## src/rtl/piece_scheduler.sv

```systemverilog
// piece_scheduler: deals Tetris piece IDs using a 7-bag randomizer.
//
// The free-running LFSR value is sampled every cycle. IDs that are out of range
// or already dealt from the current bag are rejected. A small look-ahead queue
// keeps the "next piece" preview populated.
//
// Ports:
//   clock          system clock, rising-edge
//   resetn         asynchronous active-low reset
//   start          one-cycle new-game pulse: flush the queue and refill it
//   rand_in        LFSR sample; only bits [2:0] are used
//   piece_req      game FSM consumes the current (head) piece
//   piece_valid    the queue is non-empty
//   piece_id       head piece, or 0 when the queue is empty
//   preview_ids    queue entries 1..PREVIEW_DEPTH; slot k at [3k+2:3k]; empty = 3'b111
//   preview_count  number of valid preview slots
//   underflow_err  sticky: piece_req seen while piece_valid was 0
//
// Optional build macro PIECE_SCHEDULER_STATS_EN adds two outputs:
//   dealt_count    16-bit wrapping count of pops
//   fallback_count 8-bit saturating count of fallback draws
module piece_scheduler #(
    parameter int unsigned NUM_PIECES    = 7,
    parameter int unsigned PREVIEW_DEPTH = 3,
    parameter int unsigned RAND_W        = 8,
    parameter int unsigned RETRY_LIMIT   = 4
) (
    input  logic                       clock,
    input  logic                       resetn,
    input  logic                       start,
    input  logic [RAND_W-1:0]          rand_in,
    input  logic                       piece_req,
    output logic                       piece_valid,
    output logic [2:0]                 piece_id,
    output logic [3*PREVIEW_DEPTH-1:0] preview_ids,
    output logic [2:0]                 preview_count,
    output logic                       underflow_err
`ifdef PIECE_SCHEDULER_STATS_EN
    ,
    output logic [15:0]                dealt_count,
    output logic [7:0]                 fallback_count
`endif
);

    localparam int unsigned Q       = PREVIEW_DEPTH + 1;
    localparam int unsigned CNT_W   = $clog2(Q + 1);
    localparam int unsigned RETRY_W = $clog2(RETRY_LIMIT + 1);

    typedef enum logic [1:0] {StIdle, StFill, StReady} state_e;

    state_e                 r_state;
    state_e                 w_state_next;
    logic [2:0]             r_q [Q];
    logic [2:0]             w_q_next [Q];
    logic [CNT_W-1:0]       r_count;
    logic [CNT_W-1:0]       w_count_next;
    logic [NUM_PIECES-1:0]  r_bag;
    logic [NUM_PIECES-1:0]  w_bag_next;
    logic [NUM_PIECES-1:0]  w_bag_clr;
    logic [RETRY_W-1:0]     r_retry;
    logic [RETRY_W-1:0]     w_retry_next;
    logic                   r_uf;
    logic                   w_uf_next;

    logic [2:0]             w_cand;
    logic                   w_hit;
    logic [2:0]             w_low;
    logic                   w_draw;
    logic                   w_fallback;
    logic                   w_push;
    logic [2:0]             w_push_id;
    logic [CNT_W-1:0]       w_push_idx;
    logic                   w_pop;
    logic                   w_unused_rand;

    assign w_cand        = rand_in[2:0];
    assign w_unused_rand = ^rand_in[RAND_W-1:3];

    // Draw decision: a direct hit on a remaining bag ID, or the forced
    // lowest-remaining ID once the retry budget is spent.
    always_comb begin
        w_hit = 1'b0;
        w_low = '0;
        for (int i = 0; i < int'(NUM_PIECES); i++) begin
            if (w_cand == 3'(i) && r_bag[i]) begin
                w_hit = 1'b1;
            end
        end
        for (int i = int'(NUM_PIECES) - 1; i >= 0; i--) begin
            if (r_bag[i]) begin
                w_low = 3'(i);
            end
        end
        w_pop      = piece_req && (r_count != '0);
        w_draw     = (r_state == StFill);
        w_fallback = w_draw && (r_retry == RETRY_W'(RETRY_LIMIT));
        w_push     = w_draw && (w_fallback || w_hit);
        w_push_id  = w_fallback ? w_low : w_cand;
        // On a simultaneous pop the push lands one slot lower, behind the survivors.
        w_push_idx = r_count - CNT_W'(w_pop);
    end

    // Next-state and datapath update.
    always_comb begin
        w_state_next = r_state;
        w_q_next     = r_q;
        w_count_next = r_count;
        w_bag_next   = r_bag;
        w_bag_clr    = r_bag;
        w_retry_next = r_retry;
        w_uf_next    = r_uf;

        if (start) begin
            w_state_next = StFill;
            w_count_next = '0;
            w_bag_next   = '1;
            w_retry_next = '0;
            w_uf_next    = 1'b0;
        end else begin
            if (piece_req && !w_pop) begin
                w_uf_next = 1'b1;
            end

            if (w_pop) begin
                for (int i = 0; i < int'(Q) - 1; i++) begin
                    w_q_next[i] = r_q[i+1];
                end
            end

            if (w_push) begin
                for (int i = 0; i < int'(Q); i++) begin
                    if (CNT_W'(i) == w_push_idx) begin
                        w_q_next[i] = w_push_id;
                    end
                end
                for (int i = 0; i < int'(NUM_PIECES); i++) begin
                    if (w_push_id == 3'(i)) begin
                        w_bag_clr[i] = 1'b0;
                    end
                end
                // Last ID of a bag dealt: start the next bag on the same edge.
                w_bag_next = (w_bag_clr == '0) ? '1 : w_bag_clr;
            end

            w_count_next = r_count + CNT_W'(w_push) - CNT_W'(w_pop);

            if (w_draw) begin
                w_retry_next = w_push ? '0 : r_retry + RETRY_W'(1);
            end

            unique case (r_state)
                StIdle:  w_state_next = StIdle;
                StFill:  w_state_next = (w_count_next == CNT_W'(Q)) ? StReady : StFill;
                StReady: w_state_next = w_pop ? StFill : StReady;
                default: w_state_next = StIdle;
            endcase
        end
    end

    always_ff @(posedge clock or negedge resetn) begin
        if (!resetn) begin
            r_state <= StIdle;
            r_q     <= '{default: '0};
            r_count <= '0;
            r_bag   <= '1;
            r_retry <= '0;
            r_uf    <= 1'b0;
        end else begin
            r_state <= w_state_next;
            r_q     <= w_q_next;
            r_count <= w_count_next;
            r_bag   <= w_bag_next;
            r_retry <= w_retry_next;
            r_uf    <= w_uf_next;
        end
    end

    // Outputs are derived from the queue occupancy.
    always_comb begin
        piece_valid   = (r_count != '0);
        piece_id      = piece_valid ? r_q[0] : 3'd0;
        preview_count = (r_count == '0) ? 3'd0 : 3'(r_count - CNT_W'(1));
        underflow_err = r_uf;
        preview_ids   = '1;
        for (int k = 0; k < int'(PREVIEW_DEPTH); k++) begin
            if (CNT_W'(k + 1) < r_count) begin
                preview_ids[3*k +: 3] = r_q[k+1];
            end
        end
    end

`ifdef PIECE_SCHEDULER_STATS_EN
    logic [15:0] r_dealt;
    logic [7:0]  r_fb;

    always_ff @(posedge clock or negedge resetn) begin
        if (!resetn) begin
            r_dealt <= '0;
            r_fb    <= '0;
        end else if (start) begin
            r_dealt <= '0;
            r_fb    <= '0;
        end else begin
            if (w_pop) begin
                r_dealt <= r_dealt + 16'd1;
            end
            if (w_fallback && (r_fb != 8'hFF)) begin
                r_fb <= r_fb + 8'd1;
            end
        end
    end

    assign dealt_count    = r_dealt;
    assign fallback_count = r_fb;
`else
    // Statistics counters are not built in this configuration.
`endif

endmodule

```

## config.mk

```make
export PLATFORM = sky130hd
export DESIGN_NAME = piece_scheduler
export DESIGN_NICKNAME = d
export VERILOG_FILES = /design/src/rtl/piece_scheduler.sv
export SDC_FILE = /design/constraint.sdc
export NUM_CORES = 1
export LEC_CHECK = 0
export BUFFER_PORTS_ARGS = -buffer_cell sky130_fd_sc_hd__buf_2
export CAP_MARGIN = 10
export CORE_MARGIN = 8
export CORE_UTILIZATION = 43
export CTS_CLUSTER_SIZE = 8
export DETAILED_ROUTE_END_ITERATION = 12
export PLACE_DENSITY_LB_ADDON = 0.12
export REMOVE_ABC_BUFFERS = 1
export SETUP_SLACK_MARGIN = 0.2
export SLEW_MARGIN = 20
export SYNTH_ARGS = -nofsm -noshare
export SYNTH_HDL_FRONTEND = slang
export SYNTH_SLANG_ARGS = --single-unit
```

## constraint.sdc

```tcl
create_clock -name clock -period 3.1 [get_ports clock]
set_input_delay 0.62 -clock clock [delete_from_list [all_inputs] [get_ports clock]]
set_output_delay 0.62 -clock clock [all_outputs]
set_load 0.03 [all_outputs]
```

==> impl_summary.log, run 1 <==
[metrics] status: finished clean
[metrics] post-synthesis sequential area ratio: 0.3531
[metrics] ratio of total power to cell area: between 900 and 1000 nW/um^2
[metrics] share of synthesized cell area in full adder, half adder and majority cells: 0.08468
[metrics] classification of the worst setup path: in2reg
[metrics] global placer's final weighted congestion: approximately 0.84
[metrics] Synth Instances: 232
[metrics] drc violations: 0
[metrics] total length of routed wires: just under 5000 um
[metrics] filler instances: roughly 440
[metrics] Max Clock Freq: around 0.34 GHz
[metrics] switching portion of total power: 0.4684
[metrics] wire length of the first global-routing pass: between 8000 and 9000 um
[metrics] area used by multi-input combinational logic: 1250 um^2
[metrics] min cycle time layout: just under 3 ns
[metrics] number of iterations in the first detailed-routing pass: 4
[metrics] Layout Nets: 290
[metrics] remaining number of nets flagged by the antenna check after routing: 0
[metrics] buffers added on ports: 23
[metrics] Net Switching: ~1.1 mW
[metrics] total global routing overflow: 0
[metrics] number of buffers added by the clock tree synthesis step: 3
[metrics] number of global-route vias before repair: approximately 1.7k
[metrics] Max Slew Vio Count: 0
[metrics] actual transition at the worst max-transition pin: 0.6424 ns
[metrics] number of buffers on the longest clock path: 2
[metrics] dominant combinational cell family by area after synthesis: simple AND/OR/NAND/NOR gates
[metrics] IO Pins: 29
[metrics] drt wl/cell: roughly 16 um
[metrics] count of antenna diodes in the layout: 0
[metrics] non-filler cells, final: roughly 320
[metrics] Slew Limit Headroom: 0.5717
[metrics] Initial Utilization: 0.4341
[metrics] post-synth design cell area: between 2000 and 2500 um^2
[metrics] Clock Power Share: 0.101
[metrics] clock tree from TritonCTS: done
[metrics] Required @ worst endpoint: ~3.3 ns
[metrics] combinational power share: 0.638
[metrics] number of warning messages in the yosys log: 0
[metrics] maximum number of pins on one net before global-route repair: 29
[metrics] commonest non-fill, non-tap cells in the layout: 22 x sky130_fd_sc_hd__buf_2, 20 x sky130_fd_sc_hd__nand2_1, 20 x sky130_fd_sc_hd__dfrtp_1
[metrics] number of enable-type register cells in the synthesized netlist: 0
[metrics] Clock Pin Slew Worst Setup and Hold Paths: roughly 0.1 ns
[metrics] share of layout cells above drive strength 1: 0.2538
[metrics] worst min-delay path category: in2async
[metrics] clock tree root buffer cell: sky130_fd_sc_hd__clkbuf_8
[metrics] worst voltage drop across the vdd grid: 0.3222 mV
[metrics] cell total after placement: roughly 310
[metrics] post-synthesis simple-gate area fraction: 0.3375
[metrics] Starting DRT DRC Count: 93
[metrics] antenna violations before repair: 0
[metrics] data arrival time of the critical path: approximately 3.2 ns
[metrics] die extent in y: roughly 84 um
[metrics] clock tree skew after final layout: between 0.002 and 0.0025 ns
[metrics] standard cell core area: 4629 um^2
[metrics] startpoint types: primary input
[metrics] width of the die: around 84 um
[metrics] post-detailed-placement cell area: 2255 um^2
[metrics] total internal power: between 1 and 1.5 mW
[metrics] FF+latch count, synth: 28
[metrics] area overhead of the layout relative to synthesis: 18.80%
[metrics] maximum fanout along the worst path: 2
[metrics] Clock H-tree levels: 1
[metrics] flip-flop cell with the highest count after synthesis: sky130_fd_sc_hd__dfrtp_1
[metrics] xor and xnor fraction of the mapped netlist area: 0.01743
[metrics] clock tree sinks: 28
[metrics] leakage component of the power: about 1.0 nW
[metrics] total number of vias: 1,788
[metrics] final instance area: 2387 um^2
[metrics] share of flip-flops with an asynchronous set or reset: 1.000
[metrics] Max-Cap Viols: 0
[metrics] total of endpoints with negative setup slack in the final report: 0
[metrics] floorplan die area: 7117 um^2
[metrics] detailed placer's ending HPWL: 3605 um
[metrics] complex-gate fraction of the synthesized area: 0.1214
[metrics] proportion of power drawn by flip-flops and latches: 0.261
[metrics] Placement Rows: 25
[metrics] Tcrit/Tclk final: 0.9518
[metrics] all-layer global routing usage: 0.1355
[metrics] overall power: 2.326 mW
[metrics] per-instance average area after synthesis: just under 9 um^2
[metrics] Setup TNS Final: 0 ns
[metrics] number of distinct library cells after synthesis: 50
[metrics] clk_lat worst skew: around 0.28 ns
[metrics] count of final hold-check violations: 0
[metrics] setup repair after global routing missed its margin: true
[metrics] most frequent standard cell in the layout excluding fill and tap cells: sky130_fd_sc_hd__buf_2
[metrics] share of synthesized area spent on multiplexers: 0.03487
[metrics] routed vias/inst: 5.623
[metrics] flip-flop and latch area: between 700 and 800 um^2
[metrics] Crit. End Element: flop
==> final cells by class <==
| class | count | area share |
|---|---|---|
| repair buffers | 40 | 0.1043 |
| multi-input cells | 178 | 0.5236 |
| flip-flops and latches | 28 | 0.2977 |
| well taps | 54 | 0.02830 |
| inverters | 14 | 0.02306 |
| clock buffers | 4 | 0.02306 |
==> timing repair <==
action                     in CTS  in global routing
hold buffers                    0                  0
resized for setup              11                  6
gates cloned                    0                  0
pin swaps                       4                  2
buffers inserted                1                  1
setup endpoints to repair       2                  9
==> stage by stage <==
| stage | utilization | hold WS, ns | setup slack [ns] |
|---|---|---|---|
| after global placement | 0.4870 | 0.4694 | -0.2927 |
| final | 0.5157 | 0.3553 | 0.1494 |
| after CTS | 0.5100 | 0.3784 | 0.1271 |
| after floorplan | - | 0.3244 | -0.2201 |
| after global routing | 0.5157 | 0.4108 | 0.06511 |
| after detailed placement | 0.4870 | 0.4780 | -0.3736 |
==> power by group through the flow <==
stage	clock network (mW)	registers, mW	logic (mW)
5_1_grt	0.256	0.627	1.63
3_5_place_dp	0	0.608	1.33
6_report	0.235	0.608	1.48
3_3_place_gp	0	0.609	1.32
4_1_cts	0.243	0.604	1.43
2_1_floorplan	0	0.601	0.912
==> worst max-delay path, cell delays in order <==
cell	delay, ns
sky130_fd_sc_hd__buf_6	0.07
sky130_fd_sc_hd__mux4_2	0.48
sky130_fd_sc_hd__a211o_1	0.25
sky130_fd_sc_hd__nand3_2	0.10
sky130_fd_sc_hd__ha_4	0.21
sky130_fd_sc_hd__inv_4	0.05
sky130_fd_sc_hd__ha_4	0.11
sky130_fd_sc_hd__inv_2	0.03
sky130_fd_sc_hd__fa_2	0.57
sky130_fd_sc_hd__or3b_4	0.39
sky130_fd_sc_hd__a2bb2oi_2	0.14
sky130_fd_sc_hd__nor3_2	0.12
==> state kept, by name (all words and copies together), names as in the netlist <==
register,cells
r_state,2
r_retry,3
r_count,3
r_bag,7
underflow_err,1
r_q,12
==> synth_stat cells, types with 4 or more instances <==
cell type | number | area [um^2]
sky130_fd_sc_hd__dfrtp_1 | 21 | 525.5
sky130_fd_sc_hd__nand3_1 | 13 | 65.06
sky130_fd_sc_hd__nand2b_1 | 10 | 62.56
sky130_fd_sc_hd__inv_1 | 14 | 52.55
sky130_fd_sc_hd__dfstp_2 | 7 | 183.9
sky130_fd_sc_hd__nand4b_1 | 9 | 78.83
sky130_fd_sc_hd__o21ai_1 | 7 | 35.03
sky130_fd_sc_hd__ha_1 | 12 | 150.1
sky130_fd_sc_hd__buf_2 | 4 | 20.02
sky130_fd_sc_hd__nand2_1 | 20 | 75.07
sky130_fd_sc_hd__or3_1 | 15 | 93.84
sky130_fd_sc_hd__a21oi_1 | 12 | 60.06
sky130_fd_sc_hd__nand4_1 | 9 | 56.30
sky130_fd_sc_hd__nor2b_1 | 5 | 31.28
sky130_fd_sc_hd__nor3_1 | 5 | 25.02
sky130_fd_sc_hd__nor2_1 | 15 | 56.30
sky130_fd_sc_hd__clkbuf_1 | 8 | 30.03
==> cells by family after synthesis <==
family / after synthesis
buffers and inverters: 26
DFF: 28
muxes: 5
AOI/OAI and AO/OA: 37
xor gates and xnor gates: 4
and+or+nand+nor: 119
adders and majority gates: 13
==> worst paths after layout <==
kind,end,startpoint,slack [ns],cells past startpoint
worst max-delay path,r_state[1],rand_in[2],0.15,12
worst min-delay path,r_count[2],resetn,0.36,1
worst max register to register,r_state[1],r_bag[6],0.21,11
worst min register to register,underflow_err,underflow_err,0.50,2
max in group asynchronous,r_count[0],resetn,2.30,1
min in group clock,underflow_err,underflow_err,0.50,2
==> metal layers <==
metal  share of wire  vias up  global-route usage  wire, um
li1                -      903                   -         -
met5               0        -                   0         0
met2            0.47       30              0.2321      2338
met1            0.48      849              0.1662      2369
met3           0.038        6             0.03024       190
met4          0.0085        0             0.03560        42
No activity file was read; power rests on OpenSTA's default activity.
==> inputs of run 2 (changes only) <==
Settings changed: PLACE_DENSITY_LB_ADDON 0.12 to 0.08.
==> run 2 against run 1 <==
Against the previous run:
- first-iteration DRC count is 38% higher
- design area is 2.8% higher
- sequential share of layout area is 0.86 points lower
==> impl_summary.log, run 2 (synthesized netlist as in run 1, its figures left out) <==
[metrics] total of endpoints with negative setup slack in the final report: 0
[metrics] Layout Nets: 295
[metrics] startpoint types: primary input
[metrics] Critical Path Stages: 12
[metrics] status: finished clean
[metrics] share of layout cells above drive strength 1: 0.2639
[metrics] Placement Rows: 25
[metrics] critical path's top delay family: adder cells
[metrics] buffers added on ports: 23
[metrics] cells along the critical path: buf_8 > mux4_2 > a211o_1 > nand3_2 > ha_4 > inv_4 > ha_4 > inv_2 > fa_2 > or3b_4 > a22oi_2 > o21bai_1
[metrics] routed vias/inst: around 5.6
[metrics] data arrival time of the critical path: slightly above 3 ns
[metrics] clock tree from TritonCTS: done
[metrics] most frequent standard cell in the layout excluding fill and tap cells: sky130_fd_sc_hd__buf_2
[metrics] width of the die: between 80 and 90 um
[metrics] CP dominant cell by count: sky130_fd_sc_hd__ha_4
[metrics] buffers plus inverters on the worst setup path: 3
[metrics] register bank with the most flops: r_q
[metrics] min cycle time layout: around 3 ns
[metrics] total length of routed wires: a little under 5000 um
[metrics] clock tree skew after final layout: approximately 0.011 ns
[metrics] number of buffers on the longest clock path: 2
[metrics] global placer's final weighted congestion: 0.8955
[metrics] Required @ worst endpoint: 3.26 ns
[metrics] Clock H-tree levels: 1
[metrics] Max Slew Vio Count: 0
[metrics] actual transition at the worst max-transition pin: about 0.65 ns
[metrics] switching portion of total power: 0.4565
[metrics] reg2reg path depth: 11
[metrics] commonest non-fill, non-tap cells in the layout: 22 x sky130_fd_sc_hd__buf_2, 21 x sky130_fd_sc_hd__dfrtp_1, 20 x sky130_fd_sc_hd__nand2_1, 20 x sky130_fd_sc_hd__buf_4, 15 x sky130_fd_sc_hd__or3_1
[metrics] remaining number of nets flagged by the antenna check after routing: 0
[metrics] maximum single-stage delay on the critical path: around 0.53 ns
[metrics] Clock Power Share: 0.121
[metrics] overall power: around 2.5 mW
[metrics] worst min-delay path category: in2async
[metrics] wire length of the first global-routing pass: around 8600 um
[metrics] standard cell core area: 4629 um^2
[metrics] total global routing overflow: 0
[metrics] Slowest cell on crit path: sky130_fd_sc_hd__fa_2
[metrics] IO Pins: 29
[metrics] proportion of power drawn by flip-flops and latches: 0.250
[metrics] combinational power share: 0.630
[metrics] Setup crit start: rand_in[2]
[metrics] Starting DRT DRC Count: approximately 130
[metrics] classification of the worst setup path: in2reg
[metrics] worst voltage drop across the vdd grid: about 0.38 mV
[metrics] number of buffers added by the clock tree synthesis step: 3
[metrics] destination of the worst register-to-register timing path: r_state[0]
[metrics] number of hold buffers added after CTS: 0
[metrics] capturing instance or port of the critical path: r_state[0]
[metrics] Reg2Reg Setup Slack: ~0.22 ns
[metrics] Clock Pin Slew Worst Setup and Hold Paths: approximately 0.11 ns
[metrics] antenna violations before repair: 0
[metrics] detailed placer's ending HPWL: 3519 um
[metrics] Tcrit/Tclk final: 0.9412
[metrics] leading registers by flop count: r_q x12, r_bag x7
[metrics] all-layer global routing usage: 0.1449
[metrics] leakage component of the power: around 1.0 nW
[metrics] Initial Utilization: 0.4341
[metrics] drt wl/cell: between 15 and 20 um
[metrics] clk_lat worst skew: around 0.28 ns
[metrics] number of global-route vias before repair: around 1.7k
[metrics] Reg2Reg Launch Point: r_bag[6]
[metrics] total number of vias: 1,823
[metrics] area overhead of the layout relative to synthesis: 22.10%
[metrics] Net Switching: 1.118 mW
[metrics] number of iterations in the first detailed-routing pass: 4
[metrics] Max-Cap Viols: 0
[metrics] total internal power: 1.332 mW
[metrics] max reg flops: 12
[metrics] count of antenna diodes in the layout: 0
[metrics] drc violations: 0
[metrics] clock tree root buffer cell: sky130_fd_sc_hd__clkbuf_8
[metrics] count of final hold-check violations: 0
[metrics] die extent in y: 84.36 um
[metrics] maximum fanout along the worst path: 2
[metrics] Max Clock Freq: 0.3427 GHz
[metrics] cell total after placement: 310
[metrics] ratio of total power to cell area: 998.7 nW/um^2
[metrics] setup repair after global routing missed its margin: true
[metrics] non-filler cells, final: ~320
[metrics] clock tree sinks: 28
[metrics] floorplan die area: between 7000 and 8000 um^2
[metrics] Slew Limit Headroom: 0.5651
[metrics] maximum number of pins on one net before global-route repair: 29
[metrics] Crit. End Element: flop
==> run 2: changes by cell type in the layout (fill, tap and decap cells not counted) <==
cell	delta
sky130_fd_sc_hd__buf_4	+3
sky130_fd_sc_hd__buf_8	+1
sky130_fd_sc_hd__bufinv_16	+1
sky130_fd_sc_hd__clkbuf_8	-1
sky130_fd_sc_hd__dfrtp_1	+1
sky130_fd_sc_hd__dfrtp_2	-1
sky130_fd_sc_hd__or4b_4	+1
==> run 2: final cells by class <==
type	count	area, um^2
clock buffers	3	41.29
clock inverters	1	30.03
fillers	440	2176
inverters	14	55.05
multi-input cells	179	1264
flip-flops and latches	28	709.4
well taps	54	67.56
repair buffers	44	286.5
==> run 2: how the worst min path moves through the flow <==
stage	start	endpoint	slack, ns
detailed placement	underflow_err	underflow_err	0.49
floorplan	resetn	r_count[0]	0.32
global route	resetn	r_q[4]	0.39
finish	resetn	r_q[0]	0.36
CTS	resetn	r_q[9]	0.39
global placement	underflow_err	underflow_err	0.47
==> run 2: repair_timing <==
item / CTS / global route
cloned: 0 / 1
setup buffers: 4 / 4
pin swaps: 3 / 5
endpoints found under the setup margin: 2 / 11
gates resized for setup: 10 / 9
==> run 2: power groups by stage <==
stage	registers (mW)	clock network, mW	logic (mW)
global placement	0.616	0	1.29
floorplan	0.601	0	0.912
finish	0.612	0.295	1.54
CTS	0.610	0.302	1.41
global route	0.632	0.323	1.71
detailed placement	0.616	0	1.29
==> run 2: worst register-to-register path, delay by kind of cell (launching register included) <==
kind / cells / cell delay (ns)
AND/OR/NAND/NOR: 2 / 0.49
AO/OA/AOI/OAI: 3 / 0.47
multiplexers: 1 / 0.46
adder cells (fa/ha/maj): 3 / 0.85
buffers and inverters: 2 / 0.10
flip-flops: 1 / 0.39
==> run 2: through the flow <==
step / setup WS [ns] / utilization / cell area, um^2 / setup TNS [ns] / hold WS (ns)
floorplan: -0.2201 / - / 1959 / -0.5356 / 0.3244
global placement: -0.2976 / 0.4838 / 2240 / -0.5904 / 0.4681
detailed placement: -0.3361 / 0.4838 / 2240 / -0.6536 / 0.4863
CTS: 0.1765 / 0.5138 / 2379 / 0 / 0.3883
global route: 0.1234 / 0.5300 / 2454 / 0 / 0.3928
finish: 0.1822 / 0.5300 / 2454 / 0 / 0.3598
==> run 2: metal layers <==
layer	global-route usage	vias up	part of all wire
met3	0.03317	4	0.059
met2	0.2335	46	0.46
li1	-	920	-
met5	0	-	0
met1	0.1903	853	0.47
met4	0.03398	0	0.0077
==> inputs of run 3 (changes only) <==
Settings changed: PLACE_DENSITY from default to 0.75, PLACE_DENSITY_LB_ADDON 0.08 to default.
==> run 3 against run 2 <==
Against the previous run:
- sequential share of layout area grew 0.35 points
- first-iteration DRC count grew 13%
- maximum frequency decreased by 2.2%
- design area down 1.0%
- flip-flop and latch count did not move
==> impl_summary.log, run 3 (synthesized netlist as in run 1, its figures left out) <==
[metrics] register bank with the most flops: r_q
[metrics] Clock Pin Slew Worst Setup and Hold Paths: about 0.10 ns
[metrics] routed vias/inst: 5.835
[metrics] Reg2Reg Setup Slack: 0.17 ns
[metrics] utilization after layout: 0.5246
[metrics] overall power: between 2 and 2.5 mW
[metrics] count of final hold-check violations: 0
[metrics] area used by multi-input combinational logic: between 1000 and 1500 um^2
[metrics] buffers added on ports: 23
[metrics] Starting DRT DRC Count: 145
[metrics] drt wl/cell: ~16 um
[metrics] share of layout cells above drive strength 1: 0.2687
[metrics] total global routing overflow: 0
[metrics] number of global-route vias before repair: 1,783
[metrics] drc violations: 0
[metrics] sum of met2 wire segment lengths after detailed routing: roughly 2500 um
[metrics] worst voltage drop across the vdd grid: around 0.35 mV
[metrics] IO Pins: 29
[metrics] total number of vias: ~1.9k
[metrics] clk_lat worst skew: roughly 0.28 ns
[metrics] startpoint types: primary input
[metrics] max reg flops: 12
[metrics] floorplan die area: roughly 7100 um^2
[metrics] Max Slew Vio Count: 0
[metrics] setup repair after global routing missed its margin: true
[metrics] classification of the worst setup path: in2reg
[metrics] min cycle time layout: between 2 and 3 ns
[metrics] commonest non-fill, non-tap cells in the layout: 22 x sky130_fd_sc_hd__buf_2, 20 x sky130_fd_sc_hd__nand2_1, 20 x sky130_fd_sc_hd__buf_4, 20 x sky130_fd_sc_hd__dfrtp_1, 15 x sky130_fd_sc_hd__nor2_1
[metrics] wire length on met3: ~310 um
[metrics] filler instances: 438
[metrics] maximum number of pins on one net before global-route repair: 44
[metrics] count of antenna diodes in the layout: 0
[metrics] actual transition at the worst max-transition pin: between 0.6 and 0.7 ns
[metrics] leakage component of the power: approximately 1.0 nW
[metrics] leading registers by flop count: r_q x12, r_bag x7
[metrics] Tcrit/Tclk final: 0.9628
[metrics] routed length on met1: between 2000 and 2500 um
[metrics] clock tree sinks: 28
[metrics] status: finished clean
[metrics] worst min-delay path category: in2async
[metrics] all-layer global routing usage: 0.1487
[metrics] number of buffers added by the clock tree synthesis step: 3
[metrics] total of endpoints with negative setup slack in the final report: 0
[metrics] Slew Limit Headroom: 0.5506
[metrics] Layout Nets: 294
[metrics] final setup slack of the worst path: approximately 0.12 ns
[metrics] clock tree root buffer cell: sky130_fd_sc_hd__clkbuf_8
[metrics] remaining number of nets flagged by the antenna check after routing: 0
[metrics] number of iterations in the first detailed-routing pass: 4
[metrics] flip-flop and latch area: 710.7 um^2
[metrics] width of the die: between 80 and 90 um
[metrics] number of buffers on the longest clock path: 2
[metrics] most frequent standard cell in the layout excluding fill and tap cells: sky130_fd_sc_hd__buf_2
[metrics] detailed placer's ending HPWL: 3429 um
[metrics] area overhead of the layout relative to synthesis: 20.86%
[metrics] Initial Utilization: 0.4341
[metrics] Max-Cap Viols: 0
[metrics] standard cell core area: about 4600 um^2
[metrics] maximum fanout along the worst path: 2
[metrics] Required @ worst endpoint: ~3.3 ns
[metrics] wire length of the first global-routing pass: between 8000 and 9000 um
[metrics] ratio of total power to cell area: 989.1 nW/um^2
[metrics] clock tree skew after final layout: 0.005081 ns
[metrics] antenna violations before repair: 0
[metrics] Clock H-tree levels: 1
[metrics] Placement Rows: 25
[metrics] Max Clock Freq: ~0.34 GHz
[metrics] Setup Slack @ Placement: -0.3790 ns
[metrics] die extent in y: between 80 and 90 um
[metrics] total length of routed wires: between 5000 and 6000 um
[metrics] Crit. End Element: flop
[metrics] clock tree from TritonCTS: done
[metrics] global placer's final weighted congestion: 0.9150
[metrics] data arrival time of the critical path: approximately 3.2 ns
[metrics] highest routed layer: met4
-- run 3: final timing paths --
kind | start | endpoint | cells past startpoint
max in group asynchronous | resetn | r_count[0] | 1
worst max-delay path | rand_in[2] | r_state[0] | 12
worst min register to register | underflow_err | underflow_err | 2
min in group clock | underflow_err | underflow_err | 2
worst min-delay path | resetn | underflow_err | 1
worst max register to register | r_bag[6] | r_state[0] | 11
-- run 3: repair_timing --
item | in CTS | in global routing
gates resized for setup | 11 | 8
hold buffers | 0 | 0
setup buffers | 4 | 4
pin swaps | 2 | 3
cloned | 0 | 1
setup endpoints to repair | 2 | 9
-- run 3: metrics by stage --
stage	std cells	setup TNS, ns	hold slack, ns	cell area [um^2]
2_1_floorplan	220	-0.5356	0.3244	1959
3_3_place_gp	309	-0.5698	0.4766	2232
3_5_place_dp	309	-0.7493	0.4853	2232
4_1_cts	317	0	0.3786	2361
5_1_grt	322	0	0.3985	2429
6_report	322	0	0.3464	2429
-- run 3: metal layers --
layer	vias up	global-route usage
met5	-	0
met4	0	0.02913
li1	915	-
met1	900	0.1919
met2	56	0.2400
met3	8	0.04293
-- run 3: cell type report --
class	count	share of cell area
Clock buffer	4	0.02267
Tap cell	54	0.02782
Multi-Input combinational cell	179	0.5224
Inverter	14	0.02267
Sequential cell	28	0.2926
Timing Repair Buffer	43	0.1118
-- run 3: worst max-delay path, cell delays in order --
cell                       delay, ns
sky130_fd_sc_hd__buf_6          0.07
sky130_fd_sc_hd__mux4_2         0.49
sky130_fd_sc_hd__a211o_1        0.25
sky130_fd_sc_hd__nand3_2        0.11
sky130_fd_sc_hd__ha_4           0.21
sky130_fd_sc_hd__inv_4          0.06
sky130_fd_sc_hd__ha_4           0.12
sky130_fd_sc_hd__inv_2          0.03
sky130_fd_sc_hd__fa_2           0.53
sky130_fd_sc_hd__or3b_4         0.40
sky130_fd_sc_hd__a22oi_2        0.15
sky130_fd_sc_hd__o21bai_1       0.10
-- run 3: power breakdown --
group	total, mW	switching [mW]	internal (mW)
Clock	0.231	0.117	0.114
Sequential	0.607	0.106	0.501
Combinational	1.56	0.902	0.661
Total	2.40	1.13	1.28
